==> config.mk <==
export PLATFORM = sky130hd
export DESIGN_NAME = instr_fetch_unit
export DESIGN_NICKNAME = d
export VERILOG_FILES = /design/src/rtl/instr_fetch_unit.sv
export SDC_FILE = /design/constraint.sdc
export NUM_CORES = 1
export LEC_CHECK = 0
export ABC_AREA = 1
export CORE_MARGIN = 10
export CORE_UTILIZATION = 49
export CTS_CLUSTER_DIAMETER = 80
export CTS_CLUSTER_SIZE = 8
export DETAILED_ROUTE_END_ITERATION = 10
export GPL_TIMING_DRIVEN = 0
export PLACE_DENSITY = 0.86
export SETUP_SLACK_MARGIN = 0.2
export SLEW_MARGIN = 20
export SYNTH_ARGS = -nofsm -noshare
export SYNTH_HDL_FRONTEND = slang
export SYNTH_SLANG_ARGS = --single-unit
==> constraint.sdc <==
create_clock -name CLOCK_50 -period 4.5 [get_ports CLOCK_50]
set_clock_uncertainty 0.2 [all_clocks]
set_input_delay 0.45 -clock CLOCK_50 [delete_from_list [all_inputs] [get_ports CLOCK_50]]
set_output_delay 0.45 -clock CLOCK_50 [all_outputs]
set_load 0.05 [all_outputs]
==> src/rtl/instr_fetch_unit.sv <==
// Instruction fetch stage: owns the PC, reads programMem, and hands the
// registered instruction word and its PC to decode over a valid/ready handshake.
module instr_fetch_unit #(
   parameter int unsigned                DATAWIDTH_BUS = 32,
   parameter logic [DATAWIDTH_BUS-1:0]   RESET_PC      = 32'h0000_0800,
   parameter int unsigned                PC_STEP       = 4
) (
   input  logic                     CLOCK_50,
   input  logic                     RESET_InHigh,
   input  logic                     FETCH_Enable,
   input  logic                     FETCH_Ready,
   input  logic                     FETCH_BranchTaken,
   input  logic [DATAWIDTH_BUS-1:0] FETCH_BranchTarget,
   input  logic [DATAWIDTH_BUS-1:0] FETCH_BusDatos,
   output logic                     FETCH_RD,
   output logic                     FETCH_WR,
   output logic [DATAWIDTH_BUS-1:0] FETCH_BusDirecciones,
   output logic [DATAWIDTH_BUS-1:0] FETCH_IR,
   output logic [DATAWIDTH_BUS-1:0] FETCH_IRPC,
   output logic                     FETCH_Valid,
   output logic                     FETCH_Halted
);

   typedef enum logic [2:0] {
      IDLE,
      ADDR,
      CAPTURE,
      VALID,
      HALT
   } state_t;

   localparam logic [DATAWIDTH_BUS-1:0] STEP       = DATAWIDTH_BUS'(PC_STEP);
   localparam logic [DATAWIDTH_BUS-1:0] ALIGN_MASK = ~DATAWIDTH_BUS'(3);

   state_t                   state_q, state_d;
   logic [DATAWIDTH_BUS-1:0] pc_q, pc_d;
   logic [DATAWIDTH_BUS-1:0] ir_q, ir_d;
   logic [DATAWIDTH_BUS-1:0] irpc_q, irpc_d;

   always_ff @(posedge CLOCK_50 or posedge RESET_InHigh) begin
      if (RESET_InHigh) begin
         state_q <= IDLE;
         pc_q    <= RESET_PC;
         ir_q    <= '0;
         irpc_q  <= '0;
      end else begin
         state_q <= state_d;
         pc_q    <= pc_d;
         ir_q    <= ir_d;
         irpc_q  <= irpc_d;
      end
   end

   always_comb begin
      state_d = state_q;
      pc_d    = pc_q;
      ir_d    = ir_q;
      irpc_d  = irpc_q;
      unique case (state_q)
         IDLE: begin
            if (FETCH_Enable) state_d = ADDR;
         end
         ADDR: begin
            state_d = CAPTURE;
         end
         CAPTURE: begin
            ir_d    = FETCH_BusDatos;
            irpc_d  = pc_q;
            // An all-zero word marks end of program and is never handed to decode.
            state_d = (FETCH_BusDatos == '0) ? HALT : VALID;
         end
         VALID: begin
            if (FETCH_Ready) begin
               pc_d    = FETCH_BranchTaken ? (FETCH_BranchTarget & ALIGN_MASK)
                                           : pc_q + STEP;
               state_d = FETCH_Enable ? ADDR : IDLE;
            end
         end
         HALT: begin
            state_d = HALT;
         end
         default: begin
            state_d = IDLE;
         end
      endcase
   end

   assign FETCH_RD             = (state_q == ADDR) || (state_q == CAPTURE);
   assign FETCH_WR             = 1'b0;
   assign FETCH_BusDirecciones = pc_q;
   assign FETCH_IR             = ir_q;
   assign FETCH_IRPC           = irpc_q;
   assign FETCH_Valid          = (state_q == VALID);
   assign FETCH_Halted         = (state_q == HALT);

endmodule

==> impl_metrics.csv <==
group,metric,value,unit
run_status,outcome,"finished, final reports clean",
detailed_routing,route.detailed.wl_per_inst,16.8,um
global_routing,use_met2,39.4,%
floorplan,dieArea,14400,um^2
synth,synthArstFlopShare,100,%
synth,synth_ff_type,"dfrtp_1",
pwr,peakVddDrop,0.000528,V
synth,synth-edff-count,0,
cells_and_area,area_delta_synth_final,41.7,%
pwr,power_switching,3.26,mW
critical_path,cp_common_cell,"buf_2",
pwr,seqPwrFrac,27.4,%
global_routing,grt_use_met3,6.47,%
cts,clk_latency,0.37,ns
pwr,p_clk_share,10.8,%
global_routing,grt_antenna_before_repair,0,
cts,ctsHoldBuffers,0,
global_routing,grt_usage,23.2,%
detailed_routing,dr.pass1.iters,5,
job,drv_cap,0,
cts,htreeDepth,3,
worst_hold_path,hold_path.class,"input pin to asynchronous set/reset pin",
global_routing,grt_overflow,0,
placement,gp_congestion,0.926,
synth,synth-simple-area-share,33.4,%
cts,clkSinkCount,95,
cts,clk_pin_slew,0.09,ns
synth,synth_top_family_by_area,"simple AND/OR/NAND/NOR gates",
placement,dp.final_hpwl,13100,um
synth,synthTopCellsByArea,"dfrtp_1 (48%), nand2_1 (22%), nor2_1 (6.4%)",
critical_path,crit_chain,"nor3_2 -> inv_2 -> buf_2 -> buf_2 -> nand2_1 -> clkdlybuf4s50_1",
cts,cts_root_buffer,"clkbuf_8",
cells_and_area,design_area,6930,um^2
detailed_routing,drt_iter0_drc,472,
timing,tns,0,ns
timing,hold_violations,0,
cts,cts.path.max_buffers,2,
cts,cts_tree,"built",
placement,post-place-ws,1.61,ns
floorplan,start_util,50.2,%
floorplan,dieHeight,120,um
synth,synth_xor_area_share,0,%
critical_path,cp_slowest_cell,"clkdlybuf4s50_1",
pwr,p_sw_share,54.4,%
synth,synth-adder-area-share,0.256,%
synth,yosys_warnings,0,
critical_path,cpPeakStageDelay,0.81,ns
global_routing,grt.busiest_layer,"met2",
detailed_routing,routed_wl,16900,um
critical_path,cp.arrival,2.64,ns
global_routing,grtUsageMet1,27.0,%
synth,synth_compound_area_share,9.60,%
detailed_routing,via_per_inst,5.19,
synth,synth_area,4890,um^2
global_routing,grt_pass1_vias,5436,
cells_and_area,nets,939,
synth,yosys-top-cells-count,"nand2_1 (281), dfrtp_1 (94), nor2_1 (83)",
floorplan,rows,36,
timing,period_share,73.0,%
cts,postCtsSetupBuffers,0,
synth,syn_inst,693,
pwr,fin_total_pwr,6.00,mW
timing,slew_violations,0,
synth,postSynthAreaPerCell,7.05,um^2
floorplan,top_level_ports,169,
placement,io_buffers,160,
synth,synth_top_area_share,48.1,%
detailed_routing,antenna_left,0,
timing,worst_slew_pin_slew,0.593,ns
floorplan,coreArea,9730,um^2
critical_path,cp-start-kind,"flop",
pwr,p_int,2.74,mW
cts,cts.repair.resized,0,
critical_path,crit_fanout,10,
synth,seq_area_frac_synth,48.7,%
timing,fmax,0.304,GHz
pwr,p_comb_share,61.8,%
timing,period_needed,3.29,ns
timing,relSlewSlack,60.5,%
synth,synth_area_leader_cell,"dfrtp_1",
floorplan,die_w,120,um
synth,ys_types,26,
pwr,power_density,866,nW/um^2
timing,rsz0062_at_grt,"no",
critical_path,cp-end-kind,"output pin",
global_routing,grt_first_pass_wirelength,27100,um
cells_and_area,drive_gt1_share,5.61,%
placement,dpl-instance-area,6700,um^2
detailed_routing,via_count,5228,
timing,worst_slack,1.21,ns
synth,synth_mux_area_share,0,%
cts,cts_buffers,9,
detailed_routing,drcViolationCount,0,
synth,synth-seq-cells,95,
critical_path,critical_path_class,"flop to output pin",
pwr,power.leakage,3.30,nW
cells_and_area,antennaDiodeCount,0,
global_routing,grt_max_degree,61,
critical_path,crit_required,3.85,ns
timing,setup_viol,0,
synth,synth_most_common_cell,"nand2_1",
==> layout make-up <==
type                    instances  area, um^2
plain buffers                  31         156
clock buffers                  13         159
clock inverters                 3        65.1
fillers                       814        2800
inverters                      63         241
multi-input cells             508        2130
flip-flops and latches         95        2380
well taps                     133         166
repair buffers                161        1630
==> flip-flops by register name (all words and copies together) (netlist names) <==
register and flops:
FETCH_IRPC 30, FETCH_BusDirecciones 30, FETCH_IR 32, state_q 3
==> cells by family after synthesis <==
group           count (synthesis)
fa+ha+maj                       1
buf+inv                        94
flops                          95
compound gates                 91
simple gates                  411
other cells                     1
==> path summary, 6_finish.rpt <==
kind                                                startpoint  slack (ns)                                    to  cells after the start
min in group CLOCK_50                FETCH_IRPC[3]$_DFFE_PP0P_        0.28             FETCH_IRPC[3]$_DFFE_PP0P_                      2
min reg2reg                          FETCH_IRPC[3]$_DFFE_PP0P_        0.28             FETCH_IRPC[3]$_DFFE_PP0P_                      2
min                                               RESET_InHigh        0.23  FETCH_BusDirecciones[31]$_DFFE_PP0P_                      2
max                                     state_q[0]$_DFFE_PP0P_        1.21                              FETCH_RD                      6
max reg2reg                FETCH_BusDirecciones[3]$_DFFE_PP0P_        2.32  FETCH_BusDirecciones[30]$_DFFE_PP0P_                     10
max in group asynchronous                         RESET_InHigh        3.20  FETCH_BusDirecciones[11]$_DFFE_PP1P_                      3
==> through the flow <==
step | utilization (%) | std cells | hold WS [ns]
6_report | 71.2 | 1007 | 0.234
5_1_grt | 71.2 | 1007 | 0.268
4_1_cts | 71.2 | 1007 | 0.252
3_5_place_dp | 68.9 | 991 | 0.259
3_3_place_gp | 68.6 | 990 | 0.252
2_1_floorplan | - | 697 | 0.333
==> worst max-delay path, delay by kind of cell (launching register included) <==
family        cells  cell delay (ns)
simple gates      2             0.49
buf+inv           4             1.34
flops             1             0.43
==> cells in the final DEF (no fill, tap or decap), types with 6 or more instances in the layout <==
cell type / n
dfrtp_1: 94
o21ai_0: 15
nand2_1: 281
o21ai_1: 50
buf_2: 11
nand3_1: 32
clkbuf_8: 11
nor2_1: 83
inv_1: 56
a21oi_1: 20
clkbuf_1: 16
clkdlybuf4s50_1: 160
inv_2: 6
==> per-layer routing <==
metal	share of wire (%)	up-vias	wire length, um
met1	40	2424	6800
met2	48	276	8110
met4	2.5	0	420
met5	0	-	0
li1	-	2496	-
met3	9.5	32	1610
==> power by group through the flow <==
stage	Clock, mW	Combinational (mW)	Sequential, mW
3_3_place_gp	0	3.63	1.62
2_1_floorplan	0	1.04	2.96
6_report	0.648	3.71	1.65
5_1_grt	0.686	3.95	1.70
4_1_cts	0.654	3.73	1.63
3_5_place_dp	0	3.71	1.64
Note: power is estimated with default switching activity, not from simulation.
